===== src/rtl/alu_cmd_sequencer.sv =====
// rtl/alu_cmd_sequencer.sv - command FIFO and issue/result sequencer for the 4-bit ALU register
module alu_cmd_sequencer #(
  parameter int DEPTH = 4,
  parameter int CNT_W = 8
) (
  input  logic                       clk,
  input  logic                       reset,
  input  logic                       cmd_valid,
  output logic                       cmd_ready,
  input  logic [3:0]                 cmd_data,
  input  logic [1:0]                 cmd_op,
  input  logic                       flush,
  output logic [3:0]                 alu_data_in,
  output logic [1:0]                 alu_op,
  output logic                       alu_load,
  input  logic [3:0]                 alu_data_out,
  input  logic                       alu_zero,
  output logic                       res_valid,
  input  logic                       res_ready,
  output logic [3:0]                 res_data,
  output logic                       res_zero,
  output logic [CNT_W-1:0]           zero_count,
  output logic [$clog2(DEPTH):0]     fifo_level,
  output logic                       busy
);
  localparam int AW = $clog2(DEPTH);
  localparam logic [AW:0] FULL_LVL = DEPTH[AW:0];

  typedef enum logic [1:0] {IDLE, ISSUE, WAIT} state_t;

  state_t state, state_nxt;

  logic [5:0]    mem [DEPTH];
  logic [AW-1:0] wr_ptr, rd_ptr;
  logic [AW:0]   count;
  logic [AW:0]   count_after;
  logic [5:0]    head;
  logic [3:0]    last_data;
  logic [1:0]    last_op;
  logic          full, push, pop, hs;

  assign full      = (count == FULL_LVL);
  assign cmd_ready = !full;
  assign push      = cmd_valid && !full && !flush;
  assign pop       = (state == ISSUE);
  assign head      = mem[rd_ptr];
  assign res_valid = (state == WAIT);
  assign hs        = res_valid && res_ready;

  // Occupancy seen by the WAIT exit decision: pop is never active in WAIT.
  assign count_after = flush ? '0 : count + {{AW{1'b0}}, push};

  always_ff @(posedge clk) begin
    if (push) begin
      mem[wr_ptr] <= {cmd_data, cmd_op};
    end
  end

  always_ff @(posedge clk) begin
    if (!reset) begin
      wr_ptr <= '0;
      rd_ptr <= '0;
      count  <= '0;
    end else if (flush) begin
      wr_ptr <= '0;
      rd_ptr <= '0;
      count  <= '0;
    end else begin
      if (push) wr_ptr <= wr_ptr + 1'b1;
      if (pop)  rd_ptr <= rd_ptr + 1'b1;
      count <= count + {{AW{1'b0}}, push} - {{AW{1'b0}}, pop};
    end
  end

  always_ff @(posedge clk) begin
    if (!reset) begin
      state <= IDLE;
    end else begin
      state <= state_nxt;
    end
  end

  always_comb begin
    state_nxt = state;
    case (state)
      IDLE:    if (count != '0 && !flush) state_nxt = ISSUE;
      ISSUE:   state_nxt = WAIT;
      WAIT:    if (hs) state_nxt = (count_after != '0) ? ISSUE : IDLE;
      default: state_nxt = IDLE;
    endcase
  end

  // Operand outputs show the FIFO head while issuing and hold it afterwards.
  always_ff @(posedge clk) begin
    if (!reset) begin
      last_data <= '0;
      last_op   <= '0;
    end else if (state == ISSUE) begin
      last_data <= head[5:2];
      last_op   <= head[1:0];
    end
  end

  assign alu_load    = (state == ISSUE);
  assign alu_data_in = alu_load ? head[5:2] : last_data;
  assign alu_op      = alu_load ? head[1:0] : last_op;

  assign res_data = res_valid ? alu_data_out : 4'h0;
  assign res_zero = res_valid && alu_zero;

  always_ff @(posedge clk) begin
    if (!reset) begin
      zero_count <= '0;
    end else if (hs && res_zero && zero_count != {CNT_W{1'b1}}) begin
      zero_count <= zero_count + 1'b1;
    end
  end

  assign fifo_level = count;
  assign busy       = (state != IDLE) || (count != '0);

endmodule


===== config.mk =====
export PLATFORM = sky130hd
export DESIGN_NAME = alu_cmd_sequencer
export DESIGN_NICKNAME = d
export VERILOG_FILES = /design/src/rtl/alu_cmd_sequencer.sv
export SDC_FILE = /design/constraint.sdc
export NUM_CORES = 1
export LEC_CHECK = 0
export ABC_CLOCK_PERIOD_IN_PS = 3500
export CORE_ASPECT_RATIO = 0.8
export CORE_UTILIZATION = 30
export CTS_CLUSTER_SIZE = 40
export DETAILED_ROUTE_END_ITERATION = 6
export GPL_ROUTABILITY_DRIVEN = 0
export SLEW_MARGIN = 0
export SYNTH_ARGS = -nofsm -noshare
export SYNTH_HDL_FRONTEND = slang
export SYNTH_SLANG_ARGS = --single-unit

===== constraint.sdc =====
create_clock -name clk -period 3.5 [get_ports clk]
set_input_delay 0.875 -clock clk [delete_from_list [all_inputs] [get_ports clk]]
set_output_delay 0.875 -clock clk [all_outputs]
set_load 0.005 [all_outputs]

==> impl_results.md, run 1 <==
- Cell Area, Synth: 2108 um^2
- Ports: 42
- Outcome: finished clean
- Number of setup buffers added after CTS: 0
- DRC: 0
- Min Tclk post-route: 3.056 ns
- Hold-fix buffers at CTS: 0
- Die height: 76.98 um
- Crit end category: primary output
- CTS Buf Count: 5
- PwrDens: 404.2 nW/um^2
- Hold Path Class: reg -> reg
- Die Wd: 95.73 um
- Core Region: 6571 um^2
- Slowest stage cell, crit path: dfxtp_1
- Setup violators final: 0
- VDD IR-drop max: 212.7 uV
- Seq/Total Area, Yosys: 57.92%
- Largest net degree at the start of global routing: 18
- Ordered cell list for the critical path: mux4_2 > mux2_4 > clkdlybuf4s50_1
- Clock network power share: 36.7%
- Sw frac: 20.48%
- CP max stage delay: 0.57 ns
- Final Cell Area: 2714 um^2
- P_sw: 224.7 uW
- Clock tree buffer depth: 2
- Number of global-route vias before repair: 1198
- Pre-Repair DR Iteration Count: 5
- Gr ovfl total: 0
- Post-CTS Resized: 0
- Crit Path Class: reg -> out
- Count of buffers from port buffering: 41
- Initial antenna violation count: 0
- Final setup margin: 0.4443 ns
- H-tree depth: 2
- Post-Synthesis Net Count: 180
- Number of synthesized register bits: 49
- Final period util: 87.31%
- CP Launch Type: flop
- Worst-skew pair later-pin latency: 0.30 ns
- Hold Slack: 0.5122 ns
- CTS tree: done
- CP max FO: 6
- Hold Vio Cnt, Final: 0
- Syn_area_per_cell: 13.60 um^2
- Netlist cell types: 34
- Max-Cap Viols: 0
- Drt total wl: 3591 um
- Clock Sinks: 49
- Die footprint: 7369 um^2
- Via density: 4.444
- Most frequent cells in the layout: clkdlybuf4s50_1, dfxtp_1, edfxtp_1
- Tot GR Track Use: 10.77%
- Worst EP arrival: 2.18 ns
- Slew HR: 73.75%
- Wire length per cell: 12.56 um
- Worst-Margin Slew: 0.3933 ns
- Pre-CTS setup slack: 0.6711 ns
- Area delta synth->final: 28.72%
- Initial Util: 32.08%
- Leak Pwr: 0.0009934 uW
- Layout Skew: 0.004244 ns
- Synth Instances: 155
- Most common cell after layout, fill and taps aside: clkdlybuf4s50_1
- Clock-pin transition on the worst setup and hold timing paths: 0.09 ns
- DR vias: 1271
- Seq pwr share: 56.1%
- Hold Startpoint: wr_ptr[1]$_SDFFE_PP0P_
- Layout Nets: 226
- Combinational share of power: 7.2%
- Synth warnings: 0
- Placed cell areas: 2599 um^2
- Layout cells sized above 1: 11.88%
- First-pass GRT wire length: 5934 um
- Pint: 872.2 uW
- Filler Cell Count: 634
- Dpl hpwl: 2619 um
- Worst r2r src: fifo_level[2]$_SDFF_PP0_
- RSZ-0062 raised after global routing: no
- Design Power: 1097 uW
- Root Driver: clkbuf_8
- Number of diodes: 0
- Fin Setup TNS: 0 ns
- Fmax: 0.3273 GHz
- Critical path data required time: 2.62 ns
- DRT antenna net count: 0
- DRT iter0 DRCs: 51
- Site row count: 26
- Final slew viol count: 0
==> area by class of cell <==
class	count	area, um^2	area share, %
inverter	4	15.01	0.5533
sequential	49	1221	45.00
clock buffer	5	68.82	2.536
timing repair buffer	43	425.4	15.68
tap	84	105.1	3.873
clock inverter	3	46.29	1.706
multi-input combinational	98	832.0	30.66
==> cells by family (layout without fill, tap and decap cells) <==
logic type      Yosys count  after routing  share of synthesized area [%]
flops                    49             49                          57.92
buf+inv                   8             55                          2.611
xor+xnor                  9              9                          3.739
simple gates             56             56                          14.96
mux                      13             13                          11.16
compound gates           11             11                          4.273
fa+ha+maj                 9              9                          5.341
==> registers in the layout, summed over array words and instances, names as in the netlist, named ones only <==
register    flops
wr_ptr          2
fifo_level      3
mem            24
state           2
last_op         2
last_data       4
zero_count      8
rd_ptr          2
==> synthesized netlist by cell type <==
master / instances / area [um^2]
a21oi_1: 1 / 5.000
and2_1: 21 / 131.4
and3_1: 2 / 12.51
and4_1: 1 / 8.760
and4b_1: 1 / 10.01
buf_12: 1 / 20.02
buf_2: 1 / 5.000
buf_6: 1 / 11.26
clkbuf_1: 1 / 3.750
dfxtp_1: 25 / 500.5
edfxtp_1: 24 / 720.7
ha_1: 9 / 112.6
inv_1: 4 / 15.01
mux2_4: 6 / 90.09
mux2i_1: 1 / 10.01
mux4_2: 6 / 135.1
nand2_1: 6 / 22.52
nand2b_1: 2 / 12.51
nand3_1: 2 / 10.01
nand3b_1: 1 / 7.510
nand4_1: 1 / 6.260
nor2_1: 9 / 33.78
nor2b_1: 5 / 31.28
nor3_1: 4 / 20.02
o2111ai_1: 1 / 8.760
o211a_1: 1 / 10.01
o211ai_1: 2 / 15.01
o211ai_2: 1 / 12.51
o21a_1: 3 / 22.52
o21ai_2: 1 / 8.760
o31ai_1: 1 / 7.510
or3b_1: 1 / 8.760
xnor2_1: 7 / 61.31
xor2_1: 2 / 17.52
==> layer usage <==
metal	global-route usage, %	up-vias	share of wire [%]
li1	-	642	-
met1	15.46	595	51
met2	15.29	30	43
met3	3.274	4	4.5
met4	3.582	0	0.81
met5	0	-	0
==> power groups by stage <==
stage          registers, uW  logic (uW)  clock network (uW)
3_3_place_gp             628        80.2                   0
6_report                 615        79.4                 402
5_1_grt                  617        88.3                 441
4_1_cts                  615        81.3                 414
2_1_floorplan            627        38.8                   0
3_5_place_dp             629        81.0                   0
==> through the flow <==
stage | util, % | std cells
floorplan | - | 155
global placement | 39.55 | 278
detailed placement | 39.55 | 278
CTS | 41.30 | 286
global route | 41.30 | 286
finish | 41.30 | 286
==> worst max-delay path, delay by kind of cell, from the launching register on <==
family	cells	cell delay, ns
flip-flops	1	0.57
buffers and inverters	1	0.47
multiplexers	2	0.85
==> final timing paths <==
kind	cells past startpoint	slack, ns	to
worst max-delay path	3	0.44	alu_op[1]
worst min register to register	2	0.51	wr_ptr[1]$_SDFFE_PP0P_
worst max register to register	9	1.40	state[0]$_SDFFE_PN0P_
worst min-delay path	2	0.51	wr_ptr[1]$_SDFFE_PP0P_
Power figures use the tool's default switching activity.
==> run 2: changes to the inputs <==
- CORE_MARGIN: unset -> 2
==> impl_results.md, run 2 (synthesis results as in run 1) <==
- Outcome: finished clean
- RSZ-0062 raised after global routing: no
- Worst EP arrival: 2.15 ns
- Hold Path Class: reg -> reg
- Initial antenna violation count: 0
- Reg2Reg Setup Slack: 1.39 ns
- Design Power: 1039 uW
- H-tree depth: 2
- Fmax: 0.3304 GHz
- Seq pwr share: 59.2%
- Tot GR Track Use: 9.994%
- Leak Pwr: 0.0009897 uW
- Crit end category: primary output
- Root Driver: clkbuf_8
- Clock network power share: 33.2%
- Pre-Repair DR Iteration Count: 4
- PwrDens: 385.0 nW/um^2
- Max reg flops: 24
- Reg with most FFs: mem
- Clock tree buffer depth: 2
- Area delta synth->final: 28.07%
- Final slew viol count: 0
- Critical path data required time: 2.62 ns
- DRT iter0 DRCs: 40
- Hold Startpoint: wr_ptr[1]$_SDFFE_PP0P_
- Min Tclk post-route: 3.027 ns
- Die Wd: 97.73 um
- Layout Skew: 0.01063 ns
- Gr ovfl total: 0
- Dpl cells: 281
- Hold Slack: 0.4966 ns
- CP Launch Type: flop
- DR vias: 1256
- CTS tree: done
- Ports: 42
- Sw frac: 22.27%
- Worst r2r src: fifo_level[2]$_SDFF_PP0_
- Most frequent cells in the layout: clkdlybuf4s50_1, dfxtp_1, edfxtp_1
- Final period util: 86.48%
- Clock Sinks: 49
- Site row count: 27
- Number of setup buffers added after CTS: 0
- Hold-fix buffers at CTS: 0
- Slew HR: 72.87%
- Dpl hpwl: 2676 um
- Largest net degree at the start of global routing: 19
- Hold Vio Cnt, Final: 0
- Combinational share of power: 7.6%
- CTS Buf Count: 5
- DRT antenna net count: 0
- Drt total wl: 3613 um
- Worst Reg-to-Reg Cells: 9
- Count of buffers from port buffering: 41
- Max-Cap Viols: 0
- Worst-skew pair later-pin latency: 0.30 ns
- Most common cell after layout, fill and taps aside: clkdlybuf4s50_1
- Clock-pin transition on the worst setup and hold timing paths: 0.10 ns
- Setup violators final: 0
- DRC: 0
- Hold Path Stages: 2
- Number of diodes: 0
- Pint: 807.9 uW
- Layout Nets: 226
- Initial Util: 30.74%
- First-pass GRT wire length: 6161 um
- Worst-Margin Slew: 0.4064 ns
- P_sw: 231.5 uW
- Die footprint: 7718 um^2
- Final design utilization: 39.37%
- Fin Setup TNS: 0 ns
- Crit Path Class: reg -> out
- Layout cells sized above 1: 11.88%
- Wire length per cell: 12.50 um
- VDD IR-drop max: 169.1 uV
- Non-filler cells, final: 289
- Hold Path End: wr_ptr[1]$_SDFFE_PP0P_
- Via density: 4.346
- Worst R2R End: state[0]$_SDFFE_PN0P_
- Die height: 78.98 um
- Core Region: 6858 um^2
- Post-CTS Resized: 0
- CP max FO: 6
- Number of global-route vias before repair: 1282
- Largest regs: mem (24), zero_count (8), last_data (4)
==> run 2: changes by cell type in the layout (fill, tap and decap cells not counted), sizes merged <==
cell | previous run | this run
inv | 4 | 6
bufinv | 1 | 0
clkinvlp | 1 | 0
==> run 2: layout make-up <==
cell class	instances	area, um^2
fill	644	4158
sequential	49	1221
multi-input combinational	98	832.0
timing repair buffer	43	425.4
tap	87	108.9
clock buffer	5	68.82
clock inverter	3	28.78
inverter	4	15.01
==> run 2: layer usage <==
layer | vias to the layer above | wire length (um) | part of all wire, % | track usage [%]
met1 | 578 | 1764 | 49 | 12.84
met3 | 2 | 205 | 5.7 | 3.609
met2 | 31 | 1629 | 45 | 16.41
met4 | 0 | 14 | 0.39 | 2.083
met5 | - | 0 | 0 | 0
li1 | 645 | - | - | -
==> run 2: power by group through the flow <==
stage / Clock (uW) / Combinational (uW) / Sequential [uW]
final: 345 / 78.5 / 615
after global routing: 385 / 88.0 / 617
after CTS: 360 / 80.5 / 616
after detailed placement: 0 / 80.3 / 629
after global placement: 0 / 79.3 / 629
after floorplan: 0 / 38.8 / 627
==> run 2: how the worst max path moves through the flow <==
| stage | from | end | cells past startpoint |
|---|---|---|---|
| 5_1_grt | flop | alu_data_in[3] | 3 |
| 2_1_floorplan | flop | alu_data_in[0] | 3 |
| 3_3_place_gp | alu_zero | res_zero | 3 |
| 4_1_cts | flop | alu_data_in[0] | 3 |
| 6_report | flop | alu_data_in[0] | 3 |
| 3_5_place_dp | alu_zero | res_zero | 3 |
==> run 2: critical path, cell delays in order, from the launching register on <==
cell and delay, ns:
dfxtp_1 0.58, mux4_2 0.56, mux2_4 0.27, clkdlybuf4s50_1 0.45
==> run 2: metrics by stage <==
stage / area [um^2] / worst slack, ns
floorplan: 2108 / 1.440
global placement: 2603 / 0.6854
detailed placement: 2603 / 0.6729
CTS: 2700 / 0.4129
global route: 2700 / 0.3368
finish: 2700 / 0.4734
